File: src/rtl/median_filter_engine_pkg.sv
// Shared types and constants for the 3x3 median filter engine.
// Optional build macro: MFE_REPLICATE_BORDER_EN (edge replication instead of zero padding).
package mfe_pkg;

  typedef enum logic [2:0] {
    IDLE,
    ROWSTART,
    RD,
    CAP,
    MED,
    WR,
    DONE
  } mfe_state_t;

  localparam int DEF_PIX_W = 8;
  localparam int DEF_IMG_W = 128;
  localparam int DEF_IMG_H = 128;

  // Address width needed to index every pixel of a w x h image.
  function automatic int mfe_addr_w(input int w, input int h);
    return (w * h > 1) ? $clog2(w * h) : 1;
  endfunction

endpackage

File: src/rtl/median_filter_engine_if.sv
// Host image/result bus of the median filter engine.
// master = engine side, slave = host side.
interface median_filter_engine_if
  import mfe_pkg::*;
#(
  parameter int ADDR_W = mfe_addr_w(DEF_IMG_W, DEF_IMG_H),
  parameter int PIX_W  = DEF_PIX_W
);

  logic              ready;
  logic              busy;
  logic [ADDR_W-1:0] iaddr;
  logic [PIX_W-1:0]  idata;
  logic [ADDR_W-1:0] addr;
  logic [PIX_W-1:0]  data_wr;
  logic              wen;

  modport master (
    input  ready, idata,
    output busy, iaddr, addr, data_wr, wen
  );

  modport slave (
    output ready, idata,
    input  busy, iaddr, addr, data_wr, wen
  );

endinterface

File: src/rtl/median_filter_engine_median9.sv
// Combinational median of nine unsigned pixels using the classic
// 19 compare-exchange network; the result is always one of the inputs.
module median9
  import mfe_pkg::*;
#(
  parameter int PIX_W = DEF_PIX_W
) (
  input  logic [PIX_W-1:0] pix [9],
  output logic [PIX_W-1:0] med
);

  // Returns {larger, smaller} so callers can write {hi, lo} = cmp_x(lo, hi).
  function automatic logic [2*PIX_W-1:0] cmp_x(input logic [PIX_W-1:0] a,
                                               input logic [PIX_W-1:0] b);
    return (a > b) ? {a, b} : {b, a};
  endfunction

  // Partial sorting network; only the middle element is guaranteed ordered.
  always_comb begin : sort_net
    logic [PIX_W-1:0] v [9];
    v = pix;
    {v[2], v[1]} = cmp_x(v[1], v[2]);
    {v[5], v[4]} = cmp_x(v[4], v[5]);
    {v[8], v[7]} = cmp_x(v[7], v[8]);
    {v[1], v[0]} = cmp_x(v[0], v[1]);
    {v[4], v[3]} = cmp_x(v[3], v[4]);
    {v[7], v[6]} = cmp_x(v[6], v[7]);
    {v[2], v[1]} = cmp_x(v[1], v[2]);
    {v[5], v[4]} = cmp_x(v[4], v[5]);
    {v[8], v[7]} = cmp_x(v[7], v[8]);
    {v[3], v[0]} = cmp_x(v[0], v[3]);
    {v[8], v[5]} = cmp_x(v[5], v[8]);
    {v[7], v[4]} = cmp_x(v[4], v[7]);
    {v[6], v[3]} = cmp_x(v[3], v[6]);
    {v[4], v[1]} = cmp_x(v[1], v[4]);
    {v[5], v[2]} = cmp_x(v[2], v[5]);
    {v[7], v[4]} = cmp_x(v[4], v[7]);
    {v[2], v[4]} = cmp_x(v[4], v[2]);
    {v[4], v[6]} = cmp_x(v[6], v[4]);
    {v[2], v[4]} = cmp_x(v[4], v[2]);
    med = v[4];
  end

endmodule

File: src/rtl/median_filter_engine.sv
// 3x3 median filter engine: streams a W x H image in raster order, keeps a
// sliding 3-column window and writes one median per pixel.
// Optional build macro: MFE_REPLICATE_BORDER_EN selects edge replication
// for the border; without it the border is zero padded.
module median_filter_engine
  import mfe_pkg::*;
#(
  parameter int IMG_W  = DEF_IMG_W,
  parameter int IMG_H  = DEF_IMG_H,
  parameter int PIX_W  = DEF_PIX_W,
  parameter int ADDR_W = mfe_addr_w(IMG_W, IMG_H)
) (
  input  logic clk,
  input  logic reset,
  median_filter_engine_if.master bus
);

  localparam int X_W  = $clog2(IMG_W + 1);
  localparam int Y_W  = $clog2(IMG_H + 1);
  localparam int LAST = IMG_W * IMG_H - 1;

  mfe_state_t       state;
  logic [X_W-1:0]   x;
  logic [X_W-1:0]   cx;
  logic [Y_W-1:0]   y;
  logic [1:0]       r;
  logic             prefetch;
  logic             pend_zero;
  logic             cap_zero;
  logic [PIX_W-1:0] win [3][3];
  logic [PIX_W-1:0] med_in [9];
  logic [PIX_W-1:0] med;
  logic [PIX_W-1:0] cap_val;

  // Maps a (column, row) fetch to {padding flag, address}; padded fetches
  // read address 0 and their data is replaced by zero at capture.
  function automatic logic [ADDR_W:0] fetch(input int col, input int row);
    int   c;
    int   rr;
    logic oob;
    c   = col;
    rr  = row;
    oob = 1'b0;
`ifdef MFE_REPLICATE_BORDER_EN
    if (rr < 0) rr = 0;
    if (rr >= IMG_H) rr = IMG_H - 1;
    if (c >= IMG_W) c = IMG_W - 1;
`else
    oob = (rr < 0) || (rr >= IMG_H) || (c >= IMG_W);
`endif
    if (oob) return {1'b1, ADDR_W'(0)};
    return {1'b0, ADDR_W'(rr * IMG_W + c)};
  endfunction

  assign cap_val = cap_zero ? '0 : bus.idata;

  // Flatten the window for the median network; ordering does not matter.
  always_comb begin
    for (int i = 0; i < 3; i++) begin
      for (int j = 0; j < 3; j++) begin
        med_in[i*3+j] = win[i][j];
      end
    end
  end

  median9 #(.PIX_W(PIX_W)) u_median9 (
    .pix (med_in),
    .med (med)
  );

  // Control FSM, address generation, window shifting and result outputs.
  always_ff @(posedge clk or posedge reset) begin
    if (reset) begin
      state       <= IDLE;
      x           <= '0;
      cx          <= '0;
      y           <= '0;
      r           <= '0;
      prefetch    <= 1'b0;
      pend_zero   <= 1'b0;
      cap_zero    <= 1'b0;
      bus.busy    <= 1'b0;
      bus.wen     <= 1'b0;
      bus.iaddr   <= '0;
      bus.addr    <= '0;
      bus.data_wr <= '0;
      for (int i = 0; i < 3; i++) begin
        for (int j = 0; j < 3; j++) begin
          win[i][j] <= '0;
        end
      end
    end else begin
      cap_zero <= pend_zero;
      case (state)
        IDLE: begin
          if (bus.ready) begin
            bus.busy <= 1'b1;
            x        <= '0;
            y        <= '0;
            state    <= ROWSTART;
          end
        end
        ROWSTART: begin
          for (int i = 0; i < 3; i++) begin
            for (int j = 0; j < 3; j++) begin
              win[i][j] <= '0;
            end
          end
          cx                   <= '0;
          prefetch             <= 1'b1;
          r                    <= '0;
          {pend_zero, bus.iaddr} <= fetch(0, int'(y) - 1);
          state                <= RD;
        end
        RD: begin
          if (r == 2'd0) begin
            win[0] <= win[1];
            win[1] <= win[2];
          end else begin
            win[2][r - 2'd1] <= cap_val;
          end
          if (r == 2'd2) begin
            state <= CAP;
          end else begin
            r                    <= r + 2'd1;
            {pend_zero, bus.iaddr} <= fetch(int'(cx), int'(y) + int'(r));
          end
        end
        CAP: begin
          win[2][2] <= cap_val;
          if (prefetch) begin
            prefetch             <= 1'b0;
            cx                   <= X_W'(1);
            r                    <= '0;
            {pend_zero, bus.iaddr} <= fetch(1, int'(y) - 1);
            state                <= RD;
`ifdef MFE_REPLICATE_BORDER_EN
            win[1][0] <= win[2][0];
            win[1][1] <= win[2][1];
            win[1][2] <= cap_val;
`endif
          end else begin
            state <= MED;
          end
        end
        MED: begin
          bus.data_wr <= med;
          bus.addr    <= ADDR_W'(int'(y) * IMG_W + int'(x));
          bus.wen     <= 1'b1;
          state       <= WR;
        end
        WR: begin
          bus.wen <= 1'b0;
          if (bus.addr == ADDR_W'(LAST)) begin
            state <= DONE;
          end else if (x == X_W'(IMG_W - 1)) begin
            x     <= '0;
            y     <= y + Y_W'(1);
            state <= ROWSTART;
          end else begin
            x                    <= x + X_W'(1);
            cx                   <= x + X_W'(2);
            r                    <= '0;
            {pend_zero, bus.iaddr} <= fetch(int'(x) + 2, int'(y) - 1);
            state                <= RD;
          end
        end
        DONE: begin
          bus.busy <= 1'b0;
          state    <= IDLE;
        end
        default: state <= IDLE;
      endcase
    end
  end

endmodule
File: src/flat_wrapper.sv
// flat-port wrapper written by rule: the top's interface ports become plain ports
module median_filter_engine_flat import mfe_pkg::*;
#(
  parameter int IMG_W  = DEF_IMG_W,
  parameter int IMG_H  = DEF_IMG_H,
  parameter int PIX_W  = DEF_PIX_W,
  parameter int ADDR_W = mfe_addr_w(IMG_W, IMG_H)
)
  (clk, reset, bus_ready, bus_idata, bus_busy, bus_iaddr, bus_addr, bus_data_wr, bus_wen);
  median_filter_engine_if #(.ADDR_W(ADDR_W), .PIX_W(PIX_W)) bus_i ();
  input  logic clk;
  input  logic reset;
  input wire logic [$bits(bus_i.ready)-1:0] bus_ready;
  input wire logic [$bits(bus_i.idata)-1:0] bus_idata;
  output wire logic [$bits(bus_i.busy)-1:0] bus_busy;
  output wire logic [$bits(bus_i.iaddr)-1:0] bus_iaddr;
  output wire logic [$bits(bus_i.addr)-1:0] bus_addr;
  output wire logic [$bits(bus_i.data_wr)-1:0] bus_data_wr;
  output wire logic [$bits(bus_i.wen)-1:0] bus_wen;
  assign bus_i.ready = bus_ready;
  assign bus_i.idata = bus_idata;
  assign bus_busy = bus_i.busy;
  assign bus_iaddr = bus_i.iaddr;
  assign bus_addr = bus_i.addr;
  assign bus_data_wr = bus_i.data_wr;
  assign bus_wen = bus_i.wen;
  median_filter_engine #(.IMG_W(IMG_W), .IMG_H(IMG_H), .PIX_W(PIX_W), .ADDR_W(ADDR_W)) u_core (.clk(clk), .reset(reset), .bus(bus_i));
endmodule
File: config.mk
export PLATFORM = sky130hd
export DESIGN_NAME = median_filter_engine_flat
export DESIGN_NICKNAME = d
export VERILOG_FILES = /design/src/rtl/median_filter_engine_pkg.sv /design/src/rtl/median_filter_engine_if.sv /design/src/rtl/median_filter_engine_median9.sv /design/src/rtl/median_filter_engine.sv /design/src/flat_wrapper.sv
export SDC_FILE = /design/constraint.sdc
export NUM_CORES = 1
export LEC_CHECK = 0
export BUFFER_PORTS_ARGS = -buffer_cell sky130_fd_sc_hd__clkbuf_2
export CAP_MARGIN = 30
export CORE_UTILIZATION = 50
export CTS_CLUSTER_SIZE = 12
export DETAILED_ROUTE_END_ITERATION = 8
export GPL_TIMING_DRIVEN = 0
export PLACE_DENSITY = 0.67
export REMOVE_ABC_BUFFERS = 1
export SYNTH_ARGS = -nofsm -noshare
export SYNTH_HDL_FRONTEND = slang
export SYNTH_SLANG_ARGS = --single-unit
File: constraint.sdc
create_clock -name clk -period 25.2 [get_ports clk]
set_input_delay 3.78 -clock clk [delete_from_list [all_inputs] [get_ports clk]]
set_output_delay 3.78 -clock clk [all_outputs]
set_load 0.01 [all_outputs]
# After elaboration in Yosys (flattened, before gate mapping)
# Cells that the tools add are included.
# totals
ff_bits	142
out_inout_bits	38
# op_classes
n_eq_ne	18
n_lt_le_gt_ge	27
muxes	81
add_sub_neg	12
bitwise	1
reduce_logical	24
# ops
operator	n
$mux W16	15
$gt A8 B8 Y1	19
$pmux W64 S2	1
$mux W8	14
$mux W15	7
$mux W14	4
$pmux W14 S4	1
$mux W48	1
$pmux W8 S3	2
$ge A32 B9 Y1 const B	1
$pmux W8 S2	2
$bwmux W24	1
$mux W24	1
$lt A9 B1 Y1 const B	2
$pmux W3 S6	1
$add A8 B1 Y8 const B	2
$demux W8 S2	1
$mux W1	16
$add A14 B14 Y14	1
$add A14 B2 Y14 const B	1
$add A14 B8 Y14	1
$add A14 B9 Y14	1
$eq A14 B14 Y1 const B	1
$mux W3	4
34 further kinds	63

# Longest topological paths before layout
# depth
depth_word	18
depth_mapped	96
mapped_depth_nobuf	87

# By module
# From an unflattened synthesis, not the netlist that was laid out.
# unflattened
hier_cells	1749
hier_area_um2	13825.8
# by_module_without_submodules
mod	area_each_um2	instances	cells_per_inst	seq_area_each_um2
median_filter_engine	7028.0	1	740	3553.4
median9	6797.8	1	1009	0.0

# Worst setup path before layout
# No wires, ideal clock.
# synth_path
path_type	register -> register
from	register u_core.win (netlist bit u_core.med_in[1])
to	register u_core.bus.data_wr[2]
required_ns	25.074
arrival_time_ns	16.096
path_stages_with_launch	91
synth_period_minus_slack_ns	16.222
n_path_buf	11
slack_ns	8.978
cell_sequence	dfrtp_1 -> inv_1 -> ha_1 -> nor2b_1 -> o211ai_1 -> a21oi_1 -> o21ai_1 -> clkbuf_1 -> clkbuf_1 -> nand2_1 -> o21ai_0 -> inv_1 -> ha_1 -> nand4_1 -> a21oi_1 -> a221o_1 -> a31o_2 -> nand3b_1 -> (+55 left out) -> a21o_1 -> a21oi_1 -> o21ai_0 -> a211o_1 -> nor3_1 -> a311o_1 -> buf_6 -> mux2_4 -> ha_1 -> nor2b_1 -> o21ai_0 -> nand2b_1 -> a21oi_1 -> o21ai_0 -> o21ai_0 -> or2_2 -> nor2_1 -> a221o_1
# synth_via
elab_chain_cells	18
word_cells_on_any_way	24
cone_classes	12 x order compare; 12 x mux
# synth_lines
item	line	rtl
from (decl)	median_filter_engine.sv:30	logic [PIX_W-1:0] win [3][3];
from (signal, indexed assignment)	median_filter_engine.sv:120	win[2][r - 2'd1] <= cap_val;
$gt A8 B8 Y1	median_filter_engine_median9.sv:15	return (a > b) ? {a, b} : {b, a};
$mux W16 *	median_filter_engine_median9.sv:15	
$gt A8 B8 Y1	median_filter_engine_median9.sv:15	
$mux W16	median_filter_engine_median9.sv:15	
$gt A8 B8 Y1	median_filter_engine_median9.sv:15	
$mux W16	median_filter_engine_median9.sv:15	
$gt A8 B8 Y1	median_filter_engine_median9.sv:15	
$mux W16	median_filter_engine_median9.sv:15	
(+2 left out)	--	
$gt A8 B8 Y1	median_filter_engine_median9.sv:15	
$mux W8	median_filter_engine_median9.sv:15	
$gt A8 B8 Y1	median_filter_engine_median9.sv:15	
$mux W16	median_filter_engine_median9.sv:15	
$gt A8 B8 Y1	median_filter_engine_median9.sv:15	
$mux W16	median_filter_engine_median9.sv:15	
$gt A8 B8 Y1	median_filter_engine_median9.sv:15	
$mux W8 *	median_filter_engine_median9.sv:15	
to (signal assigned)	median_filter_engine.sv:147	bus.data_wr <= med;
to (decl)	median_filter_engine_if.sv:20	output busy, iaddr, addr, data_wr, wen
# Mark *: on every way between the ends. The rest lies on a longest branch, timed or not.
# A chain may end at the register's enable or synchronous reset.

# Worst setup path in the final report
# layout_path
from	register u_core.win (netlist bit u_core.med_in[31])
to	register u_core.bus.data_wr[6]
# The elaborated chain is that of the path after synthesis.

==> impl_metrics.tcl <==
set metrics [dict create \
    worstMarginPinSlew_ns 1.04 \
    drc_errors 0 \
    critPathArrivalTime_ns 19.12 \
    postCtsHoldBufs 0 \
    hold_viol_final 0 \
    netlist_instances 1619 \
    path_max_fanout 30 \
    wirelength_mm 36.2 \
    synth_common_cells "nand2_1, ha_1, dfrtp_1" \
    cts-root-buf "clkbuf_16" \
    synth_mux_area_frac 0.0782 \
    cts_sinks 142 \
    async_flop_share 1.00 \
    rows 59 \
    ys_types 82 \
    track_usage 0.277 \
    required_ns 25.51 \
    n_fill_cell 2486 \
    clk_path_buf_depth 2 \
    max_freq_mhz 53.2 \
    antenna_found_initial 0 \
    grt_pass1_vias 11200 \
    gp_congestion 0.960 \
    ys_seq_area_frac 0.269 \
    wl_per_cell_um 18.3 \
    drv_slew 0 \
    synth_xor_area_frac 0.0219 \
    setup_viol 0 \
    yosysTopAreaCellShare 0.269 \
    grt_pass1_wl_mm 58.7 \
    numCtsBuffers 17 \
    clk_latency_ns 0.45 \
    yosys.area_share.simple 0.183 \
    antenna_cells 0 \
    relSlewSlack 0.301 \
    cts_tree "yes" \
    critPathCaptureType "flop" \
    vias_per_cell 6.03 \
    die_area_um2 27100 \
    nNetsFinal 1805 \
    path_buf_inv 8 \
    whs_ns 0.416 \
    overflow 0 \
    start_util 0.508 \
    drtAntennaViolNets 0 \
    synth-seq-cells 142 \
    synth_area_um2 13200 \
    core_um2 26000 \
    avgSynthCellArea_um2 8.15 \
    fin_setup_tns_ns 0 \
    utilization 0.552 \
    synth_ff_type "dfrtp_1" \
    min_period_ns 18.81 \
    io_pins 49 \
    crit_top_cell "o21ai_0" \
    drive_above_1_share 0.0895 \
    synth_top_family_by_area "compound AO/OA/AOI/OAI gates" \
    hold_path_class "reg2reg" \
    cpLargestDelayFamily "compound AO/OA/AOI/OAI gates" \
    synth.most_common_cell "nand2_1" \
    synth_fa_ha_area_frac 0.159 \
    area_delta_synth_final_pct 8.68 \
    firstDrtPassIters 5 \
    cts_setup_buffers 0 \
    rsz0062_at_grt "no" \
    fin_crit_sh 0.746 \
    grt_max_degree 84 \
    synth_top_cell_by_area "dfrtp_1" \
    cts_resized 0 \
    clkTransAtPathRegs_ns 0.07 \
    dieHeight_um 164 \
    port_buffers 48 \
    cp-start-kind "flop" \
    yosys-top-cells-area "dfrtp_1, ha_1, mux2i_1, o21ai_0, a21oi_1" \
    status "completed" \
    maxCapViolCount 0 \
    htreeDepth 4 \
    die_x_um 164 \
    ys_warn_count 0 \
    synth-edff-count 0 \
    vias 11900 \
    path_class "reg2reg" \
    cpMaxStageDelayCell "nor3_2" \
    hpwl_mm 27.9 \
    synth_compound_area_frac 0.238 \
    drt-initial-drc-count 956 \
    skew_ns 0.0237 \
    max_stage_delay_ns 0.74 \
]
==> layout by cell type, fill, tap and decap left out, drive strengths merged, types with 25 or more instances in the layout <==
master and count:
ha 163, a22o 49, a21o 35, nand4 26
nand2 170, clkbuf 65, a21oi 139, inv 118
mux2 27, dfrtp 142, nor2b 25, nor2 138
o21ai 150, nand3 44, mux2i 72
==> through the flow <==
stage	setup slack (ns)	cells	instance area, um^2
after detailed placement	6.76	1945	13800
after CTS	6.64	1977	14300
after global placement	6.40	1936	13600
final	6.39	1977	14300
after floorplan	9.18	1553	12900
after global routing	4.90	1977	14300
==> routing by layer <==
layer	GRT usage	routed length [um]	vias up
met2	0.447	16500	314
met5	0	0	-
li1	-	-	5853
met3	0.0306	1610	64
met1	0.382	17000	5692
met4	0.103	1060	0
==> state kept, by name, summed over array words and instances (netlist names), 2 cells and up <==
signal	count
u_core.x	8
u_core.bus.iaddr	14
u_core.state	3
u_core.r	2
u_core.bus.addr	14
u_core.med_in	72
u_core.y	8
u_core.bus.data_wr	8
u_core.cx	8
==> worst paths after layout <==
| check | startpoint | to | slack, ns | cells after the start |
|---|---|---|---|---|
| hold / removal | u_core.pend_zero | u_core.cap_zero | 0.42 | 0 |
| max in group asynchronous | reset | u_core.bus.addr[0] | 20.94 | 3 |
| setup / recovery | u_core.med_in[31] | u_core.bus.data_wr[6] | 6.39 | 85 |
| min in group asynchronous | reset | u_core.med_in[9] | 3.41 | 2 |
| setup reg to reg | u_core.med_in[31] | u_core.bus.data_wr[6] | 6.39 | 85 |
| hold reg to reg | u_core.pend_zero | u_core.cap_zero | 0.42 | 0 |
==> cell families after synthesis <==
kind of cell / Yosys count
AND/OR/NAND/NOR: 514
AO/OA/AOI/OAI: 487
buffers and inverters: 177
adder cells (fa/ha/maj): 167
flip-flops: 142
multiplexers: 99
XOR/XNOR: 33
==> layout make-up <==
cell class / instances / area [um^2] / area share
Inverter: 111 / 422 / 0.0294
Timing Repair Buffer: 57 / 362 / 0.0252
Clock inverter: 15 / 169 / 0.0118
Tap cell: 335 / 419 / 0.0292
Multi-Input combinational cell: 1300 / 8990 / 0.627
Sequential cell: 142 / 3550 / 0.248
Clock buffer: 17 / 425 / 0.0297
Power is not shown: default switching activity piles up to over one toggle a cycle in this logic, so the estimate is an artifact.
